[config.mk]
export PLATFORM = sky130hd
export DESIGN_NAME = llr_load_ctrl_flat
export DESIGN_NICKNAME = d
export VERILOG_FILES = /design/src/rtl/llr_load_ctrl_if.sv /design/src/rtl/llr_load_ctrl.sv /design/src/flat_wrapper.sv
export SDC_FILE = /design/constraint.sdc
export NUM_CORES = 1
export LEC_CHECK = 0
export ABC_AREA = 0
export BUFFER_PORTS_ARGS = -buffer_cell sky130_fd_sc_hd__buf_2
export CELL_PAD_IN_SITES_DETAIL_PLACEMENT = 2
export CELL_PAD_IN_SITES_GLOBAL_PLACEMENT = 2
export CORE_MARGIN = 2
export CORE_UTILIZATION = 30
export DETAILED_ROUTE_END_ITERATION = 10
export PLACE_DENSITY_LB_ADDON = 0.1
export SYNTH_ARGS = -nofsm -noshare
export SYNTH_HDL_FRONTEND = slang
export SYNTH_SLANG_ARGS = --single-unit
[constraint.sdc]
create_clock -name clk -period 2.2 [get_ports clk]
set_input_delay 0.11 -clock clk [delete_from_list [all_inputs] [get_ports clk]]
set_output_delay 0.11 -clock clk [all_outputs]
set_load 0.02 [all_outputs]
[src/rtl/llr_load_ctrl_if.sv]
// ----------------------------------------------------------------------------
// llr_load_ctrl_if
//   LLR input stream from the demapper into llr_load_ctrl.
//   One soft-bit LLR per accepted beat (in_valid & in_ready).
//
// Signals
//   in_valid  master -> slave  beat valid
//   in_sof    master -> slave  first LLR of a codeword (qualified by in_valid)
//   in_llr    master -> slave  signed LLR, IN_WID bits
//   in_ready  slave -> master  slave can accept a beat this cycle
// ----------------------------------------------------------------------------
interface llr_load_ctrl_if #(
    parameter int IN_WID = 8
);
    logic              in_valid;
    logic              in_sof;
    logic [IN_WID-1:0] in_llr;
    logic              in_ready;

    modport master (
        output in_valid,
        output in_sof,
        output in_llr,
        input  in_ready
    );

    modport slave (
        input  in_valid,
        input  in_sof,
        input  in_llr,
        output in_ready
    );
endinterface : llr_load_ctrl_if

[src/rtl/llr_load_ctrl.sv]
// ----------------------------------------------------------------------------
// llr_load_ctrl
//   Front-end of the LDPC LLR load path. Takes one LLR per beat, saturates it
//   symmetrically to D_WID bits and spreads one N_CELL*DEPTH codeword
//   round-robin over N_CELL vtc cells: sample k -> cell k mod N_CELL at word
//   k / N_CELL. One register stage between an accepted beat and its strobe.
//
// Ports
//   clk           clock, rising edge
//   reset_n       asynchronous reset, active low
//   load_start    pulse from decoder FSM: open a codeword load (ignored in LOAD)
//   code_rate_in  0 = rate 1/2, 1 = rate 3/4; sampled with load_start
//   s_in          LLR input stream (slave side of llr_load_ctrl_if)
//   sync_out      one-hot write strobe, bit i -> sync_in of cell i
//   data_out      saturated LLR broadcast to every cell's data_in
//   code_rate     rate latched for the current load
//   load_busy     high while in LOAD
//   load_done     pulse with the final strobe of the codeword
//   sof_err       pulse: in_sof arrived mid-codeword
//   sat_cnt       (LLR_SAT_STAT_EN only) saturated counted beats, sticky at max
//
// Configuration
//   LLR_SAT_STAT_EN  when defined, adds sat_cnt and its counter.
// ----------------------------------------------------------------------------
module llr_load_ctrl #(
    parameter int IN_WID = 8,
    parameter int D_WID  = 6,
    parameter int A_WID  = 8,
    parameter int N_CELL = 36,
    parameter int C_WID  = 6
) (
    input  logic              clk,
    input  logic              reset_n,
    input  logic              load_start,
    input  logic              code_rate_in,
    llr_load_ctrl_if.slave    s_in,
    output logic [N_CELL-1:0] sync_out,
    output logic [D_WID-1:0]  data_out,
    output logic              code_rate,
    output logic              load_busy,
    output logic              load_done,
    output logic              sof_err
`ifdef LLR_SAT_STAT_EN
    ,
    output logic [15:0]       sat_cnt
`endif
);

    localparam int DEPTH   = 2 ** A_WID;
    localparam int SAT_MAX = 2 ** (D_WID - 1) - 1;

    localparam logic [C_WID-1:0] LAST_CELL = C_WID'(N_CELL - 1);
    localparam logic [A_WID-1:0] LAST_WORD = A_WID'(DEPTH - 1);

    localparam logic signed [IN_WID-1:0] POS_LIM = IN_WID'(SAT_MAX);
    localparam logic signed [IN_WID-1:0] NEG_LIM = -POS_LIM;

    typedef enum logic {
        ST_IDLE,
        ST_LOAD
    } state_t;

    state_t r_state;
    state_t w_state_nxt;

    logic [C_WID-1:0]  r_cell_idx;
    logic [A_WID-1:0]  r_word_idx;
    logic              r_sof_seen;
    logic              r_code_rate;
    logic [N_CELL-1:0] r_sync_out;
    logic [D_WID-1:0]  r_data_out;
    logic              r_load_done;
    logic              r_sof_err;

    logic              w_start;
    logic              w_accept;
    logic              w_count;
    logic              w_last;
    logic              w_sof_err;
    logic [C_WID-1:0]  w_cur_cell;
    logic [A_WID-1:0]  w_cur_word;
    logic signed [IN_WID-1:0] w_llr_s;
    logic              w_pos_sat;
    logic              w_neg_sat;
    logic              w_sat;
    logic [D_WID-1:0]  w_llr_sat;

    // ------------------------------------------------------------------
    // Handshake and beat qualification
    // ------------------------------------------------------------------
    assign s_in.in_ready = (r_state == ST_LOAD);
    assign load_busy     = (r_state == ST_LOAD);

    // A load only opens from IDLE; a load_start during LOAD is dropped.
    assign w_start  = (r_state == ST_IDLE) & load_start;
    assign w_accept = s_in.in_valid & s_in.in_ready;
    // Beats before the first SOF of a load are swallowed without effect.
    assign w_count  = w_accept & (s_in.in_sof | r_sof_seen);

    // An SOF beat is always sample 0, regardless of where the counters are.
    assign w_cur_cell = s_in.in_sof ? '0 : r_cell_idx;
    assign w_cur_word = s_in.in_sof ? '0 : r_word_idx;

    assign w_last    = w_count & (w_cur_cell == LAST_CELL) & (w_cur_word == LAST_WORD);
    assign w_sof_err = w_accept & s_in.in_sof & ((r_cell_idx != '0) | (r_word_idx != '0));

    // ------------------------------------------------------------------
    // Symmetric saturation: -2**(D_WID-1) is never produced
    // ------------------------------------------------------------------
    assign w_llr_s   = $signed(s_in.in_llr);
    assign w_pos_sat = (w_llr_s > POS_LIM);
    assign w_neg_sat = (w_llr_s < NEG_LIM);
    assign w_sat     = w_pos_sat | w_neg_sat;

    always_comb begin
        // NOTE: every always_comb output gets a default first so no path leaves it unassigned (no latch).
        w_llr_sat = w_llr_s[D_WID-1:0];
        if (w_pos_sat) begin
            w_llr_sat = D_WID'(SAT_MAX);
        end else if (w_neg_sat) begin
            w_llr_sat = D_WID'(-SAT_MAX);
        end
    end

    // ------------------------------------------------------------------
    // FSM
    // ------------------------------------------------------------------
    always_ff @(posedge clk or negedge reset_n) begin
        // NOTE: reset is asynchronous and active low; it abandons any partial load immediately.
        if (!reset_n) begin
            r_state <= ST_IDLE;
        end else begin
            // NOTE: sequential state uses non-blocking assignments so all registers update together.
            r_state <= w_state_nxt;
        end
    end

    always_comb begin
        w_state_nxt = r_state;
        case (r_state)
            ST_IDLE: if (load_start) w_state_nxt = ST_LOAD;
            ST_LOAD: if (w_last)     w_state_nxt = ST_IDLE;
            default:                 w_state_nxt = ST_IDLE;
        endcase
    end

    // ------------------------------------------------------------------
    // Sample counters, SOF tracking and latched code rate
    // ------------------------------------------------------------------
    always_ff @(posedge clk or negedge reset_n) begin
        if (!reset_n) begin
            r_cell_idx  <= '0;
            r_word_idx  <= '0;
            r_sof_seen  <= 1'b0;
            r_code_rate <= 1'b0;
        end else if (w_start) begin
            r_cell_idx  <= '0;
            r_word_idx  <= '0;
            r_sof_seen  <= 1'b0;
            r_code_rate <= code_rate_in;
        end else if (w_count) begin
            r_sof_seen <= 1'b1;
            if (w_cur_cell == LAST_CELL) begin
                r_cell_idx <= '0;
                // Wraps to 0 after the last word, leaving counters clean.
                r_word_idx <= w_cur_word + A_WID'(1);
            end else begin
                r_cell_idx <= w_cur_cell + C_WID'(1);
                r_word_idx <= w_cur_word;
            end
        end
    end

    // ------------------------------------------------------------------
    // Output register stage
    // ------------------------------------------------------------------
    always_ff @(posedge clk or negedge reset_n) begin
        if (!reset_n) begin
            r_sync_out  <= '0;
            r_data_out  <= '0;
            r_load_done <= 1'b0;
            r_sof_err   <= 1'b0;
        end else begin
            r_sync_out  <= w_count ? (N_CELL'(1) << w_cur_cell) : '0;
            // data_out is a shared bus; it holds between strobes.
            if (w_count) begin
                r_data_out <= w_llr_sat;
            end
            r_load_done <= w_last;
            r_sof_err   <= w_sof_err;
        end
    end

    assign sync_out  = r_sync_out;
    assign data_out  = r_data_out;
    assign code_rate = r_code_rate;
    assign load_done = r_load_done;
    assign sof_err   = r_sof_err;

`ifdef LLR_SAT_STAT_EN
    // ------------------------------------------------------------------
    // Saturation statistics: cleared on an accepted load_start, sticky at max
    // ------------------------------------------------------------------
    logic [15:0] r_sat_cnt;

    always_ff @(posedge clk or negedge reset_n) begin
        if (!reset_n) begin
            r_sat_cnt <= '0;
        end else if (w_start) begin
            r_sat_cnt <= '0;
        end else if (w_count & w_sat & (r_sat_cnt != 16'hFFFF)) begin
            r_sat_cnt <= r_sat_cnt + 16'd1;
        end
    end

    assign sat_cnt = r_sat_cnt;
`endif

endmodule : llr_load_ctrl
[src/flat_wrapper.sv]
// flat-port wrapper written by rule: the top's interface ports become plain ports
module llr_load_ctrl_flat 
#(
    parameter int IN_WID = 8,
    parameter int D_WID  = 6,
    parameter int A_WID  = 8,
    parameter int N_CELL = 36,
    parameter int C_WID  = 6
)
  (clk, reset_n, load_start, code_rate_in, sync_out, data_out, code_rate, load_busy, load_done, sof_err, s_in_in_valid, s_in_in_sof, s_in_in_llr, s_in_in_ready);
  llr_load_ctrl_if #(.IN_WID(IN_WID)) s_in_i ();
  input  logic clk;
  input  logic reset_n;
  input  logic load_start;
  input  logic code_rate_in;
  output logic [N_CELL-1:0] sync_out;
  output logic [D_WID-1:0] data_out;
  output logic code_rate;
  output logic load_busy;
  output logic load_done;
  output logic sof_err;
  input wire logic [$bits(s_in_i.in_valid)-1:0] s_in_in_valid;
  input wire logic [$bits(s_in_i.in_sof)-1:0] s_in_in_sof;
  input wire logic [$bits(s_in_i.in_llr)-1:0] s_in_in_llr;
  output wire logic [$bits(s_in_i.in_ready)-1:0] s_in_in_ready;
  assign s_in_i.in_valid = s_in_in_valid;
  assign s_in_i.in_sof = s_in_in_sof;
  assign s_in_i.in_llr = s_in_in_llr;
  assign s_in_in_ready = s_in_i.in_ready;
  llr_load_ctrl #(.IN_WID(IN_WID), .D_WID(D_WID), .A_WID(A_WID), .N_CELL(N_CELL), .C_WID(C_WID)) u_core (.clk(clk), .reset_n(reset_n), .load_start(load_start), .code_rate_in(code_rate_in), .s_in(s_in_i), .sync_out(sync_out), .data_out(data_out), .code_rate(code_rate), .load_busy(load_busy), .load_done(load_done), .sof_err(sof_err));
endmodule
# Word level (Yosys, flattened, before mapping)
# Cells that the tools add are included.
op_classes:
  addsub: 2
  n_lt_le_gt_ge: 2
  n_eq_ne: 2
  shift: 1
  mux: 16
  n_bitwise: 10
  reduce_logical: 3
ops:
  columns: ["op", "count"]
  rows:
  - ["36-bit two-way mux", 1]
  - ["6-bit two-way mux", 6]
  - ["1-bit by 6-bit left shift with 36-bit output, first input constant", 1]
  - ["8-bit two-way mux", 4]
  - ["8-bit by 1-bit adder with 8-bit output, second input constant", 1]
  - ["8-bit equality test, second input constant", 1]
  - ["8-bit by 6-bit > comparator with 1-bit output, second input constant", 1]
  - ["8-bit by 6-bit < comparator with 1-bit output, second input constant", 1]
  - ["8-bit nonzero test", 1]
  - ["1-bit bitwise AND", 7]
  - ["6-bit by 1-bit adder with 6-bit output, second input constant", 1]
  - ["6-bit equality test, second input constant", 1]
  - ["6-bit nonzero test", 1]
  - ["1-bit two-way mux", 4]
  - ["1-bit bitwise OR", 2]
  - ["1-bit case mux with 2 select lines", 1]
  - ["2-bit nonzero test", 1]
  - ["1-bit inverter", 1]
word_totals:
  register_bits: 61
  elab_cells: 45

# Depth between registers and ports, before layout
# Gate-level depths: netlist (run 1).
logic_depth:
  ltp_word: 6
  depth_mapped: 8
  ltp_nobuf: 7

# Worst setup path before layout (run 1)
# No wires, ideal clock.
synth_timing:
  path_type: "reg-to-reg"
  startpoint: "register u_core.r_cell_idx[1]"
  endpoint: "register u_core.r_word_idx[5]"
  setup_ns: 0.135
  arrival_time_ns: 2.121
  required_ns: 2.065
  slack_ns: -0.056
  stages_incl_launch_ff: 8
  path_buffers: 1
  cell_sequence: "dfrtp_1 clkbuf_1 nor2b_1 ha_1 nand3b_1 or4_4 a2111oi_2 a211oi_1"
synth_between:
  elab_chain_len: 5
synth_lines:
  columns: ["item", "line", "text"]
  rows:
  - ["start: declaration", "llr_load_ctrl.sv:66", "logic [C_WID-1:0] r_cell_idx;"]
  - ["start signal: assignment", "llr_load_ctrl.sv:168", "r_cell_idx <= w_cur_cell + C_WID'(1);"]
  - ["6-bit two-way mux", "llr_load_ctrl.sv:101", "assign w_cur_cell = s_in.in_sof ? '0 : r_cell_idx;"]
  - ["6-bit equality test", "llr_load_ctrl.sv:163", "if (w_cur_cell == LAST_CELL) begin"]
  - ["8-bit two-way mux", "llr_load_ctrl.sv:163", null]
  - ["8-bit two-way mux", "llr_load_ctrl.sv:161", "end else if (w_count) begin"]
  - ["8-bit two-way mux", "llr_load_ctrl.sv:156", "end else if (w_start) begin"]
  - ["end signal: assignment", "llr_load_ctrl.sv:166", "r_word_idx <= w_cur_word + A_WID'(1);"]
  - ["end signal: assignment", "llr_load_ctrl.sv:169", "r_word_idx <= w_cur_word;"]
  - ["end: declaration", "llr_load_ctrl.sv:67", "logic [A_WID-1:0] r_word_idx;"]
# Every way passes these cells. The select of a mux whose other input is x is not followed.
# A chain may end at the register's enable or synchronous reset.

# Worst setup path in the final report (run 1)
# Ends and elaborated chain as after synthesis.

==> reports/metrics.yaml, run 1 <==
synthesis:
  synthFlopType: "dfrtp_1"
  yosysWarningCount: 0
  synth_edf_count: 0
  syn_inst: 255
  synthMuxAreaShare: 0.0194
  synthAdderAreaFrac: 0.0142
  synth_top_family_by_area: "simple AND/OR/NAND/NOR gates"
  synth_xor_area_frac: 0.00331
  synth-async-reset-ratio: 1.00
  syn-num-nets: 272
  synth-simple-area-share: 0.246
  synth_compound_area_frac: 0.0990
  ys_ff_latch: 61
  seq_area_frac_synth: 0.578
  postSynthAreaPerCell_sq_um: 10.4
  ys_types: 48
  syn_area_sq_um: 2640
critical_path:
  cp_data_arrival_time_ns: 2.24
  required_ns: 2.43
  timing_worst_setup_path_type: "flip-flop to flip-flop"
  cp-start-kind: "flip-flop"
  end_kind: "flip-flop"
  path_max_fanout: 4
final_layout:
  multiInputGateArea_sq_um: 1010
  post_route_cells_drive_above_1_share: 0.310
  nets: 351
  areaGrowthSynthToFinish_pct: 28.0
  nFillCells: 975
  register_area_sq_um: 1530
  antenna_cells: 0
clock_tree:
  cts_tree: "built"
  clk_pin_slew_worst_paths_ns: 0.08
  root_buffer: "clkbuf_8"
  cts.path.max_buffers: 2
  post_cts_buffers: 0
  clkLatencyLatePin_ns: 0.35
  clock-sinks: 61
  cts-buffers-inserted: 9
  htree_levels: 3
timing:
  setup_tns_ns: 0
  finClkSkew_ns: 0.0102
  tightest_slew_ns: 0.590
  slew_viol_final: 0
  period_needed_ns: 2.01
  slew_headroom: 0.607
  rsz0062_at_grt: "false"
  holdWs_ns: 0.0231
  setup_viol: 0
  finalCritPeriodShare: 0.914
  max_clock_freq_mhz: 497
  hold_viol_final: 0
floorplan:
  ios: 61
  core-area_sq_um: 8640
  dieArea_sq_um: 9580
  die_w_um: 97.9
  rows: 34
  start_util: 0.306
  die_h_um: 97.9
global_routing:
  grt_usage: 0.177
  grt_pass1_wl_um: 13300
  antenna_found_initial: 0
  globalRouteOverflowTotal: 0
  grt_pass1_vias: 2488
  grt_max_degree: 26
detailed_routing:
  postRouteAntennaNets: 0
  drtPass1Iterations: 4
  wl_per_cell_um: 17.7
  drc: 0
  drt-initial-drc-count: 61
  wl_um: 7910
  viasPerCell: 4.94
  vias: 2208
power_and_ir_drop:
  p_per_area_nw_per_um2: 728
  worst_ir_drop_vdd_mv: 0.259
  total_leakage_power_uw: 0.00170
status:
  status: "finished, final reports clean"
place:
  io_buffer_count: 60
  routabilityCongestion: 0.872
  dp.final_hpwl_um: 5800
flow_run:
  cap_violations: 0
min_path:
  hp-class: "input port to flip-flop"
## report_power, final
part           internal (uW)  switching [uW]  total, uW
logic                   89.8             177        266
registers               1150            12.3       1160
clock network            549             488       1040
## layer usage
metal,global-route usage,vias up,part of all wire
met1,0.226,1111,0.45
met4,0.0662,0,0.014
met5,0,-,0
met3,0.0408,10,0.040
li1,-,1038,-
met2,0.292,49,0.50
## final timing paths
check | startpoint | end | slack, ns | cells past startpoint
max in group asynchronous | reset_n | u_core.data_out[2] | 1.32 | 3
hold / removal | s_in_in_llr[0] | u_core.data_out[0] | 0.02 | 2
setup / recovery | u_core.r_cell_idx[1] | u_core.r_word_idx[5] | 0.19 | 6
min in group asynchronous | reset_n | u_core.sync_out[2] | 0.29 | 2
hold reg to reg | u_core.data_out[5] | u_core.data_out[5] | 0.48 | 2
setup reg to reg | u_core.r_cell_idx[1] | u_core.r_word_idx[5] | 0.19 | 6
## state kept, by name (all words and copies together) (netlist names)
register,cells
u_core.r_cell_idx,6
u_core.r_sof_seen,1
u_core.load_busy,1
u_core.sof_err,1
u_core.sync_out,36
u_core.code_rate,1
u_core.r_word_idx,8
u_core.data_out,6
u_core.load_done,1
## final cells by class
cell class	instances	area share
flip-flops and latches	61	0.451
clock buffers	10	0.0407
clock inverters	6	0.0185
inverters	6	0.00666
multi-input cells	173	0.298
repair buffers	83	0.145
well taps	108	0.0399
## Yosys cell counts (3+ instances only)
master,instances,share of area
nor4_1,4,0.0095
ha_1,3,0.014
a32o_1,3,0.011
mux2i_1,4,0.015
a21o_1,3,0.0085
or3_1,4,0.0095
o21ai_0,13,0.025
o211ai_1,4,0.011
buf_4,3,0.0085
or4_1,3,0.0085
nor3_1,8,0.015
nand2_1,21,0.030
nand4b_1,3,0.0099
a21oi_1,4,0.0076
dfrtp_1,61,0.58
nand2b_1,6,0.014
nand3_1,7,0.013
clkbuf_1,8,0.011
inv_1,6,0.0085
nor2_1,46,0.065
nor2b_1,7,0.017
## metrics by stage
stage               worst slack (ns)  instances   util  total power, uW  instance area [sq um]
floorplan                     0.0392        255      -             1320                   2650
CTS                            0.181        447  0.392             2500                   3380
detailed placement             0.177        429  0.366             1450                   3160
global placement               0.234        429  0.366             1440                   3160
global route                  0.0314        447  0.392             2570                   3380
finish                         0.189        447  0.392             2460                   3380
## cells by family after synthesis
group           count (synthesis)
compound gates                 38
flops                          61
xor+xnor                        1
fa+ha+maj                       3
buf+inv                        21
simple gates                  126
mux                             5
## timing repair
item	CTS	global route
resized for setup	0	0
endpoints found under the hold margin	23	0
hold buffers	2	0
## cells in the final DEF (no fill, tap or decap), drive strengths merged, types with 4 or more instances in the layout
cell type  instances
nor3               8
nor4               4
or4                5
buf               81
clkbuf            10
mux2i              4
or3                4
nand2b             6
inv                6
o21ai             14
nand3              7
nand2             21
nor2b              7
nor2              46
dfrtp             61
o211ai             4
a21oi              4
## critical path: stages, from the launching register on
cell and delay [ns]:
dfrtp_1 0.35, nor2b_1 0.18, ha_1 0.21, nand3b_1 0.16, or4_4 0.56, a2111oi_2 0.35, a211oi_1 0.08
(Power assumes the default switching activity.)
==> inputs of run 2 (changes only) <==
CORE_MARGIN = 4   (was 2)
==> reports/metrics.yaml, run 2 (same netlist as run 1, synthesis figures left out) <==
floorplan:
  die_h_um: 102
  core-area_sq_um: 8380
  start_util: 0.315
  ios: 61
  dieArea_sq_um: 10400
  rows: 33
  die_w_um: 102
timing:
  setup_tns_ns: 0
  finClkSkew_ns: 0.00593
  rsz0062_at_grt: "false"
  period_needed_ns: 2.00
  slew_headroom: 0.513
  tightest_slew_ns: 0.730
  max_clock_freq_mhz: 500
  setup_viol: 0
  hold_viol_final: 0
  holdWs_ns: 0.0352
  finalCritPeriodShare: 0.910
  slew_viol_final: 0
final_layout:
  design_area_sq_um: 3370
  final_common_cell: "dfrtp_1"
  most-common-layout-cells: "dfrtp_1, buf_2, nor2_1"
  antenna_cells: 0
  final_cells: 442
  nets: 350
  post_route_cells_drive_above_1_share: 0.306
  areaGrowthSynthToFinish_pct: 27.6
  largest_reg_flops: 36
detailed_routing:
  vias: 2212
  viasPerCell: 5.00
  drt-initial-drc-count: 69
  wl_per_cell_um: 17.8
  drtPass1Iterations: 4
  drc: 0
  wl_um: 7870
  postRouteAntennaNets: 0
critical_path:
  cpMaxStageDelayCell: "or4_4"
  cp-start-kind: "flip-flop"
  cp_data_arrival_time_ns: 2.21
  path_max_fanout: 4
  path_cells: "nor2b_1, ha_1, nand3b_1, or4_4, a2111oi_2, a211oi_1"
  path_delay_family: "simple AND/OR/NAND/NOR gates"
  end_kind: "flip-flop"
  required_ns: 2.41
  cpPeakStageDelay_ns: 0.55
  timing_worst_setup_path_type: "flip-flop to flip-flop"
  critical_path_buf_inv_count: 0
global_routing:
  grt_pass1_wl_um: 12800
  antenna_found_initial: 0
  globalRouteOverflowTotal: 0
  grt_pass1_vias: 2453
  grt_usage: 0.163
  grt_max_degree: 36
place:
  io_buffer_count: 60
  routabilityCongestion: 0.802
  placed_cell_area_sq_um: 3150
  dp.cells: 425
  dp.final_hpwl_um: 5940
min_path:
  hp-class: "input port to flip-flop"
clock_tree:
  clock-sinks: 61
  cts-buffers-inserted: 9
  htree_levels: 3
  clk_pin_slew_worst_paths_ns: 0.07
  cts.path.max_buffers: 2
  clkLatencyLatePin_ns: 0.33
  root_buffer: "clkbuf_8"
  cts_tree: "built"
flow_run:
  cap_violations: 0
power_and_ir_drop:
  power_uw: 2430
  worst_ir_drop_vdd_mv: 0.291
  total_leakage_power_uw: 0.00170
  p_per_area_nw_per_um2: 721
status:
  status: "finished, final reports clean"
## run 2: timing repair
action                                 in CTS  in global routing
endpoints found under the hold margin      27                  0
resized for setup                           0                  0
hold buffers                                2                  0
buffers inserted                            0                  0
## run 2: power by group
part	leakage (uW)	switching [uW]	internal [uW]
Clock	0.000101	425	574
Combinational	0.000780	179	89.8
Sequential	0.000822	12.4	1150
Total	0.00170	617	1810
## run 2: path summary, 6_finish.rpt
path / start / end / slack (ns) / depth (start not counted)
max in group asynchronous: reset_n / u_core.data_out[2] / 1.19 / 3
worst max-delay path: u_core.r_cell_idx[1] / u_core.r_word_idx[5] / 0.20 / 6
worst max register to register: u_core.r_cell_idx[1] / u_core.r_word_idx[5] / 0.20 / 6
worst min register to register: u_core.data_out[1] / u_core.data_out[1] / 0.49 / 2
min in group asynchronous: reset_n / u_core.sync_out[31] / 0.37 / 2
worst min-delay path: s_in_in_llr[0] / u_core.data_out[0] / 0.04 / 2
## run 2: metal layers
layer / global-route usage / up-vias / part of all wire
met4: 0.0545 / 0 / 0.014
met3: 0.0287 / 10 / 0.031
li1: - / 1038 / -
met2: 0.285 / 36 / 0.52
met1: 0.204 / 1128 / 0.43
met5: 0 / - / 0
## run 2: cell type report
| type | instances | area [sq um] |
|---|---|---|
| fill | 956 | 5010 |
| sequential | 61 | 1530 |
| multi-input combinational | 173 | 1010 |
| timing repair buffer | 82 | 483 |
| clock buffer | 11 | 151 |
| tap | 105 | 131 |
| clock inverter | 4 | 47.5 |
| inverter | 6 | 22.5 |
## run 2: stage by stage
step | setup WS (ns) | utilization
2_1_floorplan | 0.0392 | -
3_3_place_gp | 0.287 | 0.376
3_5_place_dp | 0.206 | 0.376
4_1_cts | 0.195 | 0.402
5_1_grt | 0.0318 | 0.402
6_report | 0.198 | 0.402
==> inputs of run 3 (changes only) <==
--- a/config.mk
+++ b/config.mk
@@ -12,3 +12,3 @@
 export CORE_MARGIN = 4
-export CORE_UTILIZATION = 30
+export CORE_UTILIZATION = 33
 export DETAILED_ROUTE_END_ITERATION = 10
==> constraint.sdc (replaced) <==
create_clock -name clk -period 1.9 [get_ports clk]
set_input_delay 0.095 -clock clk [delete_from_list [all_inputs] [get_ports clk]]
set_output_delay 0.095 -clock clk [all_outputs]
set_load 0.05 [all_outputs]
==> reports/metrics.yaml, run 3 (same netlist as run 1, synthesis figures left out) <==
clock_tree:
  clkLatencyLatePin_ns: 0.35
  cts_tree: "built"
  htree_levels: 3
  clk_pin_slew_worst_paths_ns: 0.08
  cts.path.max_buffers: 2
  clock-sinks: 61
  cts-buffers-inserted: 9
  root_buffer: "clkbuf_8"
final_layout:
  register_area_sq_um: 1530
  nets: 357
  post_route_cells_drive_above_1_share: 0.333
  multiInputGateArea_sq_um: 1060
  areaGrowthSynthToFinish_pct: 31.7
  design_area_sq_um: 3480
  antenna_cells: 0
  largest_reg_flops: 36
  most-common-layout-cells: "buf_2, dfrtp_1, nor2_1"
  nFillCells: 841
critical_path:
  cpMaxStageDelayCell: "dfrtp_1"
  crit_start: "u_core.r_cell_idx[3]"
  end_kind: "flip-flop"
  path_max_fanout: 6
  path_delay_family: "simple AND/OR/NAND/NOR gates"
  ff2ff_path_depth: 5
  cp_data_arrival_time_ns: 2.11
  timing_worst_setup_path_type: "flip-flop to flip-flop"
  path_cells: "or2_1, buf_4, or2_2, a31o_2, a21o_1"
  cp.depth: 5
  critical_path_buf_inv_count: 1
  cp-endpoint: "u_core.r_cell_idx[5]"
  required_ns: 2.14
  r2r_slack_ns: 0.03
  cp-start-kind: "flip-flop"
  r2r_start: "u_core.r_cell_idx[3]"
  cpPeakStageDelay_ns: 0.43
  worstReg2RegEnd: "u_core.r_cell_idx[5]"
timing:
  tightest_slew_ns: 0.387
  max_clock_freq_mhz: 535
  holdWs_ns: 0.0365
  setup_tns_ns: 0
  finalCritPeriodShare: 0.984
  slew_viol_final: 0
  period_needed_ns: 1.87
  finClkSkew_ns: 0.0113
  rsz0062_at_grt: "true"
  fin_ws_ns: 0.0297
  slew_headroom: 0.740
  hold_viol_final: 0
  setup_viol: 0
global_routing:
  globalRouteOverflowTotal: 0
  grt_usage: 0.179
  grt_max_degree: 26
  grt_pass1_vias: 2467
  antenna_found_initial: 0
  grt_pass1_wl_um: 13500
power_and_ir_drop:
  intPower_uw: 2180
  comb_power_share: 0.128
  switching_share: 0.278
  total_leakage_power_uw: 0.00174
  pwr-share-clk: 0.428
  p_sw_uw: 839
  worst_ir_drop_vdd_mv: 0.355
  p_per_area_nw_per_um2: 869
  seq_power_share: 0.444
detailed_routing:
  wl_per_cell_um: 17.9
  drc: 0
  wl_um: 8010
  drt-initial-drc-count: 89
  viasPerCell: 5.08
  postRouteAntennaNets: 0
  drtPass1Iterations: 4
  vias: 2272
min_path:
  hold_depth: 3
  hp-class: "input port to flip-flop"
floorplan:
  core-area_sq_um: 7770
  start_util: 0.340
  rows: 32
  dieArea_sq_um: 9500
  ios: 61
  die_h_um: 97.5
  die_w_um: 97.5
place:
  io_buffer_count: 60
  dp.final_hpwl_um: 5680
  pre_cts_ws_ns: 0.0209
  routabilityCongestion: 0.798
  placed_cell_area_sq_um: 3160
status:
  status: "finished, final reports clean"
flow_run:
  cap_violations: 0
## run 3: cell count changes in the layout (fill, tap and decap cells not counted), sizes merged
cell         delta
buf             +6
bufinv          +1
clkbuf          -1
clkinv          +2
clkinvlp        -1
dlygate4sd3     +1
## run 3: worst reg2reg max path, delay by kind of cell, from the launching register on
kind / cells / cell delay [ns]
and+or+nand+nor: 2 / 0.69
DFF: 1 / 0.43
buffers and inverters: 1 / 0.20
AOI/OAI and AO/OA: 2 / 0.45
## run 3: final cells by class
class                           count  share of cell area
Clock buffer                       10              0.0367
Clock inverter                      6              0.0252
Inverter                            6             0.00647
Multi-Input combinational cell    173               0.305
Sequential cell                    61               0.439
Tap cell                          102              0.0367
Timing Repair Buffer               89               0.151
## run 3: worst min-delay path by stage
stage	start	endpoint	slack, ns
5_1_grt	s_in_in_llr[7]	u_core.data_out[5]	0.06
2_1_floorplan	reset_n	u_core.code_rate	-0.20
3_5_place_dp	reset_n	u_core.sync_out[34]	-0.0002
6_report	s_in_in_llr[7]	u_core.data_out[5]	0.04
3_3_place_gp	reset_n	u_core.sync_out[35]	-0.008
4_1_cts	s_in_in_llr[7]	u_core.data_out[5]	0.03
## run 3: per-stage QoR
stage | std cells | power, uW | util
floorplan | 255 | 1600 | -
global placement | 423 | 1730 | 0.407
detailed placement | 423 | 1740 | 0.407
CTS | 442 | 3040 | 0.439
global route | 447 | 3160 | 0.448
finish | 447 | 3020 | 0.448
## run 3: what timing repair did
action | 4_1_cts | 5_1_grt
buffers inserted | 0 | 5
hold endpoints to repair | 15 | 0
endpoints found under the setup margin | 0 | 4
hold buffers | 3 | 0
gates resized for setup | 0 | 4
## run 3: metal layers
layer	wire, um	vias to the layer above	share of wire	GRT usage
li1	-	1052	-	-
met2	4230	49	0.53	0.316
met1	3340	1158	0.42	0.217
met4	142	0	0.018	0.0671
met3	306	13	0.038	0.0323
met5	0	-	0	0
## run 3: power by group through the flow
| stage | clock network [uW] | registers [uW] | logic (uW) |
|---|---|---|---|
| finish | 1290 | 1340 | 387 |
| floorplan | 0 | 1450 | 148 |
| global route | 1380 | 1350 | 425 |
| detailed placement | 0 | 1370 | 369 |
| CTS | 1320 | 1340 | 380 |
| global placement | 0 | 1370 | 363 |
